--- src/rtl/logic_box_cluster_if.sv ---
// Channel and configuration-scan bundle for one logic box cluster tile.
// The master side drives channel wires and the scan inputs; the slave side is the cluster.
interface logic_box_cluster_if #(
    parameter int W = 4,
    parameter int N = 2
);
    logic [W-1:0] left_in;
    logic [W-1:0] right_in;
    logic [W-1:0] up_in;
    logic [W-1:0] down_in;
    logic         cfg_en;
    logic         cfg_din;
    logic         cfg_load;
    logic         cfg_dout;
    logic         cfg_ready;
    logic         cfg_err;
    logic [N-1:0] left;
    logic [N-1:0] right;
    logic [N-1:0] up;
    logic [N-1:0] down;

    modport master (
        output left_in, right_in, up_in, down_in,
        output cfg_en, cfg_din, cfg_load,
        input  cfg_dout, cfg_ready, cfg_err,
        input  left, right, up, down
    );

    modport slave (
        input  left_in, right_in, up_in, down_in,
        input  cfg_en, cfg_din, cfg_load,
        output cfg_dout, cfg_ready, cfg_err,
        output left, right, up, down
    );
endinterface

--- src/rtl/logic_box_cluster.sv ---
// Cluster of N K-input BLEs with serial shadow configuration and atomic commit.
// Optional macro LOGIC_BOX_FF_CE_EN adds a clock enable (ce) on the BLE flip-flops.
module logic_box_cluster #(
    parameter int K = 4,
    parameter int N = 2,
    parameter int W = 4
) (
    input logic clk,
    input logic reset,
`ifdef LOGIC_BOX_FF_CE_EN
    input logic ce,
`endif
    logic_box_cluster_if.slave bus
);
    localparam int SELW     = $clog2(4*W + N);
    localparam int LUTW     = 1 << K;
    localparam int BLEW     = K*SELW + LUTW + 1 + 4;
    localparam int CFG_BITS = N*BLEW;
    localparam int CNTW     = $clog2(CFG_BITS + 1);
    localparam int NPAD     = 1 << SELW;

    typedef enum logic [1:0] {IDLE, SHIFT, FULL} state_t;

    state_t                state, state_n;
    logic [CNTW-1:0]       count, count_n;
    logic [CFG_BITS-1:0]   shadow, shadow_n;
    logic [CFG_BITS-1:0]   active, active_n;
    logic                  err_q, err_n;
    logic [N-1:0]          ble_q;

    logic [NPAD-1:0]                src;
    logic [N-1:0][K-1:0][SELW-1:0]  sel;
    logic [N-1:0][K-1:0]            addr;
    logic [N-1:0][LUTW-1:0]         lut;
    logic [N-1:0]                   f, bo;
    logic [N-1:0]                   o_l, o_r, o_u, o_d;

    // Config state, counter, shadow, active and sticky error registers.
    always_ff @(posedge clk or negedge reset) begin
        if (!reset) begin
            state  <= IDLE;
            count  <= '0;
            shadow <= '0;
            active <= '0;
            err_q  <= 1'b0;
        end else begin
            state  <= state_n;
            count  <= count_n;
            shadow <= shadow_n;
            active <= active_n;
            err_q  <= err_n;
        end
    end

    // Scan FSM: shift, wrap when full, commit only from FULL without a shift.
    always_comb begin
        state_n  = state;
        count_n  = count;
        shadow_n = shadow;
        active_n = active;
        err_n    = err_q;
        if (bus.cfg_load && (state != FULL || bus.cfg_en))
            err_n = 1'b1;
        unique case (state)
            IDLE, SHIFT: begin
                if (bus.cfg_en) begin
                    shadow_n = {bus.cfg_din, shadow[CFG_BITS-1:1]};
                    count_n  = count + CNTW'(1);
                    state_n  = (count_n == CNTW'(CFG_BITS)) ? FULL : SHIFT;
                end
            end
            FULL: begin
                if (bus.cfg_en) begin
                    shadow_n = {bus.cfg_din, shadow[CFG_BITS-1:1]};
                    count_n  = CNTW'(1);
                    state_n  = (CFG_BITS == 1) ? FULL : SHIFT;
                end else if (bus.cfg_load) begin
                    active_n = shadow;
                    count_n  = '0;
                    state_n  = IDLE;
                end
            end
            default: state_n = IDLE;
        endcase
    end

    // Sources past 4W+N are zero padding, so any select value is safe.
    assign src = NPAD'({ble_q, bus.down_in, bus.up_in,
                        bus.right_in, bus.left_in});

    // Per-BLE routing, LUT lookup, output mux and direction gating.
    always_comb begin
        sel  = '0;
        addr = '0;
        lut  = '0;
        f    = '0;
        bo   = '0;
        o_l  = '0;
        o_r  = '0;
        o_u  = '0;
        o_d  = '0;
        for (int i = 0; i < N; i++) begin
            for (int j = 0; j < K; j++) begin
                sel[i][j]  = active[BLEW*i + SELW*j +: SELW];
                addr[i][j] = src[sel[i][j]];
            end
            lut[i] = active[BLEW*i + K*SELW +: LUTW];
            f[i]   = lut[i][addr[i]];
            bo[i]  = active[BLEW*i + K*SELW + LUTW] ? ble_q[i] : f[i];
            o_l[i] = bo[i] & active[BLEW*i + BLEW - 4];
            o_r[i] = bo[i] & active[BLEW*i + BLEW - 3];
            o_u[i] = bo[i] & active[BLEW*i + BLEW - 2];
            o_d[i] = bo[i] & active[BLEW*i + BLEW - 1];
        end
    end

    // BLE flip-flops; feedback only ever comes from these registers.
    always_ff @(posedge clk or negedge reset) begin
        if (!reset) begin
            ble_q <= '0;
        end else begin
`ifdef LOGIC_BOX_FF_CE_EN
            if (ce)
                ble_q <= f;
`else
            ble_q <= f;
`endif
        end
    end

    assign bus.left      = o_l;
    assign bus.right     = o_r;
    assign bus.up        = o_u;
    assign bus.down      = o_d;
    assign bus.cfg_dout  = shadow[0];
    assign bus.cfg_ready = (state == FULL);
    assign bus.cfg_err   = err_q;
endmodule

--- src/flat_wrapper.sv ---
// flat-port wrapper written by rule: the top's interface ports become plain ports
module logic_box_cluster_flat 
#(
    parameter int K = 4,
    parameter int N = 2,
    parameter int W = 4
)
  (clk, reset, bus_left_in, bus_right_in, bus_up_in, bus_down_in, bus_cfg_en, bus_cfg_din, bus_cfg_load, bus_cfg_dout, bus_cfg_ready, bus_cfg_err, bus_left, bus_right, bus_up, bus_down);
  logic_box_cluster_if #(.W(W), .N(N)) bus_i ();
  input logic clk;
  input logic reset;
  input wire logic [$bits(bus_i.left_in)-1:0] bus_left_in;
  input wire logic [$bits(bus_i.right_in)-1:0] bus_right_in;
  input wire logic [$bits(bus_i.up_in)-1:0] bus_up_in;
  input wire logic [$bits(bus_i.down_in)-1:0] bus_down_in;
  input wire logic [$bits(bus_i.cfg_en)-1:0] bus_cfg_en;
  input wire logic [$bits(bus_i.cfg_din)-1:0] bus_cfg_din;
  input wire logic [$bits(bus_i.cfg_load)-1:0] bus_cfg_load;
  output wire logic [$bits(bus_i.cfg_dout)-1:0] bus_cfg_dout;
  output wire logic [$bits(bus_i.cfg_ready)-1:0] bus_cfg_ready;
  output wire logic [$bits(bus_i.cfg_err)-1:0] bus_cfg_err;
  output wire logic [$bits(bus_i.left)-1:0] bus_left;
  output wire logic [$bits(bus_i.right)-1:0] bus_right;
  output wire logic [$bits(bus_i.up)-1:0] bus_up;
  output wire logic [$bits(bus_i.down)-1:0] bus_down;
  assign bus_i.left_in = bus_left_in;
  assign bus_i.right_in = bus_right_in;
  assign bus_i.up_in = bus_up_in;
  assign bus_i.down_in = bus_down_in;
  assign bus_i.cfg_en = bus_cfg_en;
  assign bus_i.cfg_din = bus_cfg_din;
  assign bus_i.cfg_load = bus_cfg_load;
  assign bus_cfg_dout = bus_i.cfg_dout;
  assign bus_cfg_ready = bus_i.cfg_ready;
  assign bus_cfg_err = bus_i.cfg_err;
  assign bus_left = bus_i.left;
  assign bus_right = bus_i.right;
  assign bus_up = bus_i.up;
  assign bus_down = bus_i.down;
  logic_box_cluster #(.K(K), .N(N), .W(W)) u_core (.clk(clk), .reset(reset), .bus(bus_i));
endmodule
--- config.mk ---
export PLATFORM = sky130hd
export DESIGN_NAME = logic_box_cluster_flat
export DESIGN_NICKNAME = d
export VERILOG_FILES = /design/src/rtl/logic_box_cluster_if.sv /design/src/rtl/logic_box_cluster.sv /design/src/flat_wrapper.sv
export SDC_FILE = /design/constraint.sdc
export NUM_CORES = 1
export LEC_CHECK = 0
export BUFFER_PORTS_ARGS = -buffer_cell sky130_fd_sc_hd__buf_4
export CORE_MARGIN = 2
export CORE_UTILIZATION = 31
export CTS_CLUSTER_DIAMETER = 50
export DETAILED_ROUTE_END_ITERATION = 12
export SLEW_MARGIN = 20
export SYNTH_ARGS = -nofsm -noshare
export SYNTH_HDL_FRONTEND = slang
export SYNTH_SLANG_ARGS = --single-unit
--- constraint.sdc ---
create_clock -name clk -period 3.56 [get_ports clk]
set_input_delay 0.712 -clock clk [delete_from_list [all_inputs] [get_ports clk]]
set_output_delay 0.712 -clock clk [all_outputs]
set_load 0.02 [all_outputs]
==> results of run 1 <==
flip-flops by register name, summed over array words and instances, names as in the netlist:
signal / flops
u_core.active: 82
u_core.shadow: 82
u_core.count: 7
u_core.ble_q: 2
u_core.state: 2
u_core.bus.cfg_err: 1
synthesized netlist by cell type (all sizes together), types with 2 or more instances:
master	number	area share, %
a2111oi	2	0.28
a211oi	4	0.35
a21boi	5	0.44
a21o	3	0.26
a21oi	10	0.72
a221o	2	0.23
a221oi	3	0.38
a22o	2	0.21
a22oi	6	0.53
a2bb2oi	2	0.28
a31oi	3	0.29
a41oi	4	0.50
and2	7	0.51
and3	3	0.22
buf	9	0.69
clkbuf	23	1.0
dfrtp	176	52
ha	2	0.29
inv	10	0.44
mux2	168	22
mux2i	34	4.0
mux4	21	5.5
nand2	26	1.3
nand2b	7	0.51
nand3	14	1.0
nand3b	2	0.22
nand4	4	0.29
nand4b	4	0.41
nor2	24	1.1
nor2b	6	0.44
nor3	2	0.12
nor3b	2	0.18
nor4	3	0.22
nor4b	3	0.31
o211a	2	0.23
o211ai	2	0.18
o21ai	16	0.98
o22a	2	0.21
o32ai	2	0.21
or3	2	0.15
stage by stage:
step	area, um^2	total power, mW
after CTS	10280	4.716
after global placement	9535	2.885
final	10370	4.686
after global routing	10370	4.911
after floorplan	8546	2.666
after detailed placement	9535	2.900
cell families after synthesis:
group	Yosys count	synth area share, %
adder cells (fa/ha/maj)	2	0.2928
XOR/XNOR	1	0.1025
AO/OA/AOI/OAI	78	7.130
buffers and inverters	42	2.138
AND/OR/NAND/NOR	111	7.145
flip-flops	176	51.54
multiplexers	223	31.65
metal layers:
metal | track usage [%] | vias to the layer above | part of all wire [%]
met2 | 22.18 | 61 | 49
met3 | 2.884 | 25 | 2.7
li1 | - | 2515 | -
met5 | 0 | - | 0
met1 | 18.27 | 2792 | 47
met4 | 4.905 | 0 | 1.8
worst max-delay path by stage:
| stage | start | to | slack [ps] |
|---|---|---|---|
| after CTS | u_core.active[51]$_DFFE_PN0P_ | bus_up[1] | -230 |
| after global placement | bus_right_in[2] | bus_left[1] | -260 |
| final | u_core.active[5]$_DFFE_PN0P_ | bus_up[0] | -270 |
| after detailed placement | bus_right_in[2] | bus_right[1] | -250 |
| after floorplan | bus_down_in[3] | bus_down[0] | 160 |
| after global routing | u_core.active[0]$_DFFE_PN0P_ | bus_up[0] | -390 |
report_power, final:
part / internal, mW / switching, mW
clock network: 0.972 / 0.822
registers: 2.18 / 0.159
logic: 0.302 / 0.250
total: 3.45 / 1.23
worst max-delay path: stages, from the launching register on:
cell      delay, ps
dfrtp_2         430
mux4_2          510
nand2b_4        160
a41oi_4         230
and2_1          270
buf_4           160
o2111a_1        230
nor4b_4          70
a221oi_4        280
buf_12          170
nor2_2           50
buf_6           120
repair_timing:
item	in CTS	in global routing
gates resized for setup	37	11
setup endpoints to repair	8	8
pin swaps	11	10
buffers inserted	3	3
cell type report:
cell class                      count  share of cell area (%)
Sequential cell                   176                   42.56
Inverter                           10                  0.3618
Antenna cell                        1                 0.02412
Multi-Input combinational cell    415                   40.10
Clock buffer                       18                   4.137
Clock inverter                     14                   1.254
Tap cell                          341                   4.113
Timing Repair Buffer               90                   7.442
==> metrics.yaml, run 1 <==
run_status:
  outcome: "finished with violations"
  failed_checks: "negative setup slack"
routing:
  via_count: 5393
  drt_iter0_drc: 303
  ant_nets: 0
  drc: 0
  vias_per_cell: 5.064
  avgRoutedWirePerCell_um: 17.61
  first_pass_iters: 4
  drt-total-wl_um: 18750
timing:
  finalClockSkew_ps: 14.49
  whs_ps: 276.1
  setup_violations: 8
  rsz0062_at_grt: "yes"
  min_period_over_period_pct: 107.5
  max_freq_mhz: 261.3
  relSlewSlack_pct: 56.94
  finalWorstSetupSlack_ps: -267.6
  finalHoldViolations: 0
  fin_crit_ps: 3828
  worst_slew_pin_slew_ps: 646.0
  drv_slew: 0
  setup_tns_ps: -1778
critical_path:
  critPathKind: "reg2out"
  cp.arrival_ps: 3120
  r2r_slack_ps: 970
  r2r_start: "u_core.active[51]$_DFFE_PN0P_"
  startpoint_type: "register"
  cp-end-kind: "output port"
  timing.rr.end: "u_core.ble_q[1]$_DFF_PN0_"
  path_max_fanout: 5
  rr_worst_depth: 8
  critPathRequiredTime_ps: 2850
final_layout:
  final_cell_mix: "167 x dfrtp_1, 162 x mux2_2, 76 x buf_4, 33 x mux2i_1, 24 x nand2_1"
  final_common_cell: "dfrtp_1"
  multi_input_area_mm2: 0.004160
  seq_area_mm2: 0.004415
  fillCellCount: 2540
  fin_nets: 733
  final_core_utilization_pct: 38.38
  final_cell_count_no_fill: 1065
  drive_gt1_share_pct: 48.27
  areaGrowthSynthToFinish_pct: 21.39
logic_synthesis:
  synth_edf_count: 0
  ys_types: 68
  yosysSeqAreaShare_pct: 51.54
  synthFlopType: "dfrtp_1"
  syn_nets: 656
  synth_area_per_cell_um2: 13.50
  yosys_warnings: 0
  synth_seq_cells: 176
  async_flop_share_pct: 100.0
  synth_area_mm2: 0.008546
  syn_inst: 633
power:
  ir_drop_uv: 328.1
  power_leakage_nw: 4.645
  p_per_area_mw_per_mm2: 451.7
floorplan:
  ios: 32
  start_util_pct: 31.62
  dieArea_mm2: 0.02891
  rows: 60
  die_y_um: 170.0
  die_x_um: 170.0
  core_mm2: 0.02703
grt:
  grt_pass1_vias: 5638
  grt_usage_pct: 13.72
  grt_overflow: 0
  grt_pass1_wl_um: 30930
  grt_max_degree: 89
  antenna_found_initial: 1
clock_network:
  clockBufferDepth: 2
  insertion_delay_ps: 440
  cts_tree: "built"
  cts.clk_slew.worst_paths_ps: 80
  cts_made_buffers: 17
  htree_levels: 4
  cts-root-buf: "clkbuf_16"
  holdBufCountCts: 0
  cts.sinks: 176
placed_design:
  place.gp.congestion: 0.8036
  io_buffers: 31
  post-place-ws_ps: -246.0
  post-place-cells: 1027
  post-dp-hpwl_um: 12560
job:
  max_cap_violations: 0
worst_hold_path:
  worst_hold_path_type: "in2async"
Power figures use the tool's default switching activity.
==> run 2: changes to the inputs <==
--- a/config.mk
+++ b/config.mk
@@ -10,6 +10,7 @@
 export CORE_UTILIZATION = 31
 export CTS_CLUSTER_DIAMETER = 50
 export DETAILED_ROUTE_END_ITERATION = 12
+export RECOVER_POWER = 25
 export SLEW_MARGIN = 20
 export SYNTH_ARGS = -nofsm -noshare
 export SYNTH_HDL_FRONTEND = slang
==> run 2 against run 1 <==
The flow finishes with violations (max-capacitance violations, max-slew violations, negative setup slack). Hold slack improved by 200 ps. Register-to-register slack barely moved. Clock power barely moved. Clock skew fell by 1.1 ps. Critical endpoint unchanged. Power barely moved. Global-route usage did not move. Via count rose by 0.24%. Non-clock buffer count did not move. Fmax barely moved. Die area did not move. Combinational power barely moved. Largest power group unchanged.
==> metrics.yaml, run 2 (synthesized netlist as in run 1, its figures left out) <==
run_status:
  outcome: "finished with violations"
  failed_checks: "max-capacitance violations, max-slew violations, negative setup slack"
placed_design:
  post-place-cells: 1027  # unchanged
  place.gp.congestion: 0.8036  # unchanged
  io_buffers: 31  # unchanged
  post-dp-hpwl_um: 12560  # unchanged
critical_path:
  crit_family: "compound AO/OA/AOI/OAI gates"
  cpMaxStageDelayCell: "mux4_2"
  cp.arrival_ps: 3110  # about the same
  critPathKind: "reg2out"
  crit_buf_inv: 3  # unchanged
  cp_cell_sequence: "mux4_2, nand2b_4, a41oi_4, and2_1, buf_4, o2111a_1, nor4b_4, a221oi_4, buf_12, nor2_2, buf_6"
  rr_worst_depth: 8  # unchanged
  startpoint_type: "register"
  worst-path-stages: 11  # unchanged
  cpPeakStageDelay_ps: 510  # about the same
  path_max_fanout: 5  # unchanged
  cp-end-kind: "output port"
  critPathRequiredTime_ps: 2850  # about the same
timing:
  finalClockSkew_ps: 13.39  # -1.092 ps
  drv_slew: 68  # +68
  setup_violations: 8  # unchanged
  finalWorstSetupSlack_ps: -265.5  # +2.122 ps
  setup_tns_ps: -1761  # +17.39 ps
  worst_slew_pin_slew_ps: 1763  # +1117 ps
  fin_crit_ps: 3825  # -2.122 ps
  finalHoldViolations: 0  # unchanged
  relSlewSlack_pct: -17.56  # -74 points
  rsz0062_at_grt: "yes"
  whs_ps: 479.3  # +203.2 ps
  max_freq_mhz: 261.4  # about the same
  min_period_over_period_pct: 107.5  # about the same
clock_network:
  htree_levels: 4  # unchanged
  clockBufferDepth: 2  # unchanged
  cts-root-buf: "clkbuf_16"
  cts_made_buffers: 17  # unchanged
  cts_tree: "built"
  cts.sinks: 176  # unchanged
  insertion_delay_ps: 440  # about the same
  cts.clk_slew.worst_paths_ps: 60  # -20 ps
floorplan:
  core_mm2: 0.02703  # unchanged
  start_util_pct: 31.62  # unchanged
  rows: 60  # unchanged
  die_x_um: 170.0  # unchanged
  dieArea_mm2: 0.02891  # unchanged
  die_y_um: 170.0  # unchanged
  ios: 32  # unchanged
job:
  max_cap_violations: 1  # +1
worst_hold_path:
  min_path_cells: 1
  worst_hold_path_type: "reg2reg"
power:
  switching_share_pct: 26.26  # about the same
  p_total_mw: 4.682  # about the same
  power_leakage_nw: 4.638  # -0.15%
  clkPwrFrac_pct: 38.3  # about the same
  combPwrFrac_pct: 11.7  # about the same
  switchingPower_mw: 1.230  # -0.15%
  pwr-share-seq_pct: 50.0  # about the same
  p_int_mw: 3.453  # about the same
  ir_drop_uv: 328.6  # +0.16%
  p_per_area_mw_per_mm2: 452.3  # +0.12%
grt:
  grt_max_degree: 89  # unchanged
  grt_pass1_wl_um: 30930  # unchanged
  grt_usage_pct: 13.72  # unchanged
  antenna_found_initial: 1  # unchanged
  grt_pass1_vias: 5638  # unchanged
  grt_overflow: 0  # unchanged
routing:
  vias_per_cell: 5.076  # +0.24%
  drt-total-wl_um: 18720  # -0.16%
  drt_iter0_drc: 300  # -0.99%
  drc: 0  # unchanged
  avgRoutedWirePerCell_um: 17.58  # -0.16%
  via_count: 5406  # +0.24%
  ant_nets: 0  # unchanged
  first_pass_iters: 4  # unchanged
final_layout:
  areaGrowthSynthToFinish_pct: 21.14
  final_core_utilization_pct: 38.31  # -0.079 points
  final_cell_mix: "167 x dfrtp_1, 162 x mux2_2, 76 x buf_4, 33 x mux2i_1, 24 x nand2_1"
  fillCellCount: 2544  # +0.16%
  final_cell_count_no_fill: 1065  # unchanged
  reg.largest.list: "u_core.active (82), u_core.shadow (82), u_core.count (7)"
  fin_nets: 733  # unchanged
  drive_gt1_share_pct: 48.27  # unchanged
  final_common_cell: "dfrtp_1"
-- run 2: layout make-up --
class | count | area [um^2] | area share, %
Sequential cell | 176 | 4415 | 42.65
Antenna cell | 1 | 2.502 | 0.02417
Clock buffer | 18 | 429.2 | 4.146
Multi-Input combinational cell | 415 | 4160 | 40.19
Timing Repair Buffer | 90 | 750.7 | 7.252
Clock inverter | 14 | 130.1 | 1.257
Inverter | 10 | 37.54 | 0.3626
Tap cell | 341 | 426.7 | 4.121
-- run 2: power by group through the flow --
stage / combinational, mW / clock (mW) / sequential, mW
after detailed placement: 0.524 / 0 / 2.38
after floorplan: 0.354 / 0 / 2.31
after CTS: 0.540 / 1.84 / 2.34
after global placement: 0.513 / 0 / 2.37
after global routing: 0.610 / 1.93 / 2.37
final: 0.550 / 1.79 / 2.34
-- run 2: layer usage --
layer / routed length [um] / global-route usage (%) / part of all wire (%) / up-vias
li1: - / - / - / 2518
met1: 8534 / 18.27 / 46 / 2799
met2: 9182 / 22.18 / 49 / 66
met3: 697 / 2.884 / 3.7 / 23
met4: 305 / 4.905 / 1.6 / 0
met5: 0 / 0 / 0 / -
-- run 2: timing repair --
item,4_1_cts,5_1_grt
buffers inserted,3,3
endpoints found under the setup margin,8,8
hold endpoints to repair,0,0
gates resized for setup,37,11
hold buffers,0,0
pin swaps,11,10
-- run 2: final timing paths --
path / to / start / slack [ps]
worst max-delay path: bus_up[0] / u_core.active[5]$_DFFE_PN0P_ / -270
max in group asynchronous: u_core.active[10]$_DFFE_PN0P_ / reset / 580
worst min register to register: u_core.bus.cfg_err$_DFFE_PN0P_ / u_core.bus.cfg_err$_DFFE_PN0P_ / 480
worst max register to register: u_core.ble_q[1]$_DFF_PN0_ / u_core.active[41]$_DFFE_PN0P_ / 980
worst min-delay path: u_core.bus.cfg_err$_DFFE_PN0P_ / u_core.bus.cfg_err$_DFFE_PN0P_ / 480
min in group asynchronous: u_core.shadow[40]$_DFFE_PN0P_ / reset / 730
-- run 2: per-stage QoR --
step | area [um^2] | setup WS [ps]
after floorplan | 8546 | 159.2
after global placement | 9535 | -261.1
after detailed placement | 9535 | -246.0
after CTS | 10280 | -233.7
after global routing | 10350 | -390.5
final | 10350 | -265.5
==> run 3: changes to the inputs <==
--- a/config.mk
+++ b/config.mk
@@ -5,6 +5,7 @@
 export SDC_FILE = /design/constraint.sdc
 export NUM_CORES = 1
 export LEC_CHECK = 0
+export ABC_AREA = 1
 export BUFFER_PORTS_ARGS = -buffer_cell sky130_fd_sc_hd__buf_4
 export CORE_MARGIN = 2
 export CORE_UTILIZATION = 31
==> constraint.sdc (replaced) <==
create_clock -name clk -period 4.5 [get_ports clk]
set_input_delay 0.9 -clock clk [delete_from_list [all_inputs] [get_ports clk]]
set_output_delay 0.9 -clock clk [all_outputs]
set_load 0.02 [all_outputs]
==> run 3 against run 2 <==
The run ends with max-capacitance violations, max-slew violations left. Register-to-register slack better by 330 ps. Critical path type is now in2out. Wire length is 1.7% higher. Synthesized area is 0.61% higher. Critical path depth is 8 higher. Clock power is 15% lower. First-iteration DRC count is 100% higher. Die area is 0.60% higher.
==> metrics.yaml, run 3 <==
logic_synthesis:
  syn_inst: 1088  # +72%
  yosysMostFrequentCell: "nand2_1"
  async_flop_share_pct: 100.0  # unchanged
  synth_area_per_cell_um2: 7.903  # -41%
  synth_top_cells_by_count: "275 x nand2_1, 207 x o21ai_0, 176 x dfrtp_1, 151 x inv_1, 85 x nand3_1"
  yosys_warnings: 0  # unchanged
  syn_nets: 1111  # +69%
  synth_top_area_share_pct: 51.22  # -0.31 points
  yosysTopAreaCell: "dfrtp_1"
  synth_seq_cells: 176  # unchanged
  synth_area_mm2: 0.008598  # +0.61%
  synthFlopType: "dfrtp_1"
  synth_area_leaders: "dfrtp_1 51%, o21ai_0 12%, nand2_1 12%"
  ys_types: 35  # -49%
  synth_edf_count: 0  # unchanged
  yosysSeqAreaShare_pct: 51.22  # -0.31 points
clock_network:
  cts.sinks: 176  # unchanged
  cts_resized: 0  # -100%
  cts-root-buf: "clkbuf_16"
  cts_tree: "built"
  cts_made_buffers: 17  # unchanged
  htree_levels: 4  # unchanged
  insertion_delay_ps: 450  # about the same
  clockBufferDepth: 2  # unchanged
  cts.clk_slew.worst_paths_ps: 90  # +30 ps
  holdBufCountCts: 0  # unchanged
  cts_setup_buffers: 0  # -3
routing:
  drc: 0  # unchanged
  vias_per_cell: 4.638  # -8.6%
  highest_layer: "met4"
  first_pass_iters: 6  # +2
  wl_met3_um: 772  # +11%
  via_count: 6860  # +27%
  ant_nets: 0  # unchanged
  wl_met1_um: 9785  # +15%
  avgRoutedWirePerCell_um: 12.87  # -27%
  drt-total-wl_um: 19030  # +1.7%
  wl_met2_um: 8257  # -10%
  drt_iter0_drc: 604  # +100%
final_layout:
  reg.largest.list: "u_core.active (82), u_core.shadow (82), u_core.count (7)"
  final_common_cell: "nand2_1"
  fillCellCount: 2766  # +8.7%
  drive_gt1_share_pct: 8.318  # -40 points
  areaGrowthSynthToFinish_pct: 12.89
  final_cell_mix: "275 x nand2_1, 207 x o21ai_0, 176 x dfrtp_1, 151 x inv_1, 84 x nand3_1"
  fin_nets: 1116  # +52%
timing:
  min_period_over_period_pct: 79.53
  finalHoldViolations: 0  # unchanged
  rsz0062_at_grt: "no"
  worst_slew_pin_slew_ps: 2526  # +762.6 ps
  setup_violations: 0  # -8
  max_freq_mhz: 279.4
  fin_crit_ps: 3579
  setup_tns_ps: 0  # +1761 ps
  finalClockSkew_ps: 20.13  # +6.738 ps
  relSlewSlack_pct: -68.40  # -51 points
  drv_slew: 196  # +190%
grt:
  grt_overflow: 0  # unchanged
  grt_usage_pct: 13.80  # +0.082 points
  antenna_found_initial: 1  # unchanged
  grt_pass1_wl_um: 32000  # +3.5%
  grt_pass1_vias: 6271  # +11%
  grt_max_degree: 149  # +67%
critical_path:
  rr_worst_depth: 4  # -4
  startpoint_type: "input pin"
  r2r_slack_ps: 1310  # +330 ps
  critPathKind: "in2out"
  cp-end-kind: "output port"
  cp_cell_sequence: "buf_4, inv_1, nand2_1, nand3_1, nand2_1, nand2_1, nand2_1, inv_1, nand2_2, nand2_4, nand2_4, nand2_2, nand2_1, nand2_1, nand3_2, nand3_2, nand3_2, a21oi_1, buf_4"
  crit_family: "simple AND/OR/NAND/NOR gates"
  cpPeakStageDelay_ps: 250  # -260 ps
  worst-path-stages: 19  # +8
  cp.arrival_ps: 2680  # -430 ps
  path_max_fanout: 9  # +4
  cpMaxStageDelayCell: "inv_1"
  cpMostUsedCell: "nand2_1"
  critPathRequiredTime_ps: 3600  # +750 ps
  crit_buf_inv: 4  # +1
power:
  p_total_mw: 3.520  # -25%
  power_leakage_nw: 4.222  # -9.0%
  ir_drop_uv: 244.5  # -26%
  p_per_area_mw_per_mm2: 362.7  # -20%
placed_design:
  place.gp.congestion: 0.8467  # +5.4%
  io_buffers: 31  # unchanged
  post-dp-hpwl_um: 12520  # -0.34%
worst_hold_path:
  min_path_cells: 1  # unchanged
  worst_hold_path_type: "reg2reg"
floorplan:
  rows: 60  # unchanged
  dieArea_mm2: 0.02908  # +0.60%
  die_y_um: 170.5  # +0.30%
  ios: 32  # unchanged
  start_util_pct: 31.73  # +0.11 points
  core_mm2: 0.02710  # +0.28%
  die_x_um: 170.5  # +0.30%
run_status:
  failed_checks: "max-capacitance violations, max-slew violations"
  outcome: "finished with violations"
job:
  max_cap_violations: 2  # +1
==> run 3: cell types whose count changed after synthesis, sizes merged, moves of 42 or more <==
cell   previous run  this run
a21oi            10        52
inv              10       159
mux2            168         0
nand2            26       283
nand3            14        92
o21ai            16       213
==> run 3: area by class of cell <==
type	instances	area (um^2)	area share (%)
timing repair buffer	34	261.5	2.694
multi-input combinational	705	3364	34.66
clock inverter	15	186.4	1.921
inverter	159	596.8	6.148
clock buffer	17	425.4	4.383
tap	372	465.4	4.795
sequential	176	4404	45.37
antenna	1	2.502	0.02578
==> run 3: worst paths after layout <==
check	start	end
setup reg to reg	u_core.state[1]$_DFFE_PN0P_	u_core.shadow[14]$_DFFE_PN0P_
hold / removal	u_core.bus.cfg_err$_DFFE_PN0P_	u_core.bus.cfg_err$_DFFE_PN0P_
hold reg to reg	u_core.bus.cfg_err$_DFFE_PN0P_	u_core.bus.cfg_err$_DFFE_PN0P_
min in group asynchronous	reset	u_core.bus.cfg_err$_DFFE_PN0P_
setup / recovery	bus_left_in[2]	bus_right[0]
max in group asynchronous	reset	u_core.shadow[17]$_DFFE_PN0P_
==> run 3: worst register-to-register path, cell delays in order (launching register included) <==
cell	delay, ps
dfrtp_1	400
nand2_1	80
nand2_1	350
clkbuf_2	1790
o21ai_0	330
==> run 3: cell families after synthesis <==
logic type	Yosys count	synth area share [%]
flops	176	51.22
fa+ha+maj	2	0.2910
xor+xnor	5	0.5093
buf+inv	207	9.764
simple gates	411	20.88
compound gates	286	17.21
mux	1	0.1164
==> run 3: metal layers <==
metal  GRT usage, %  vias to the layer above
met3          3.354                       14
met1          20.46                     3189
met5              0                        -
li1               -                     3550
met2          19.80                      107
met4          4.125                        0
==> run 3: stage by stage <==
step	hold WS, ps	std cells	cell area (um^2)	setup WS, ps	util [%]
6_report	474.8	1479	9707	921.2	35.82
5_1_grt	503.7	1478	9704	378.0	35.81
4_1_cts	373.4	1478	9749	934.9	35.97
3_5_place_dp	449.1	1446	9138	936.7	33.72
3_3_place_gp	443.6	1446	9138	960.1	33.72
2_1_floorplan	444.4	1088	8598	1282	-
==> run 3: report_power, final <==
group	switching, mW	internal (mW)
clock network	0.721	0.802
logic	0.199	0.0955
registers	0.0486	1.65
total	0.969	2.55
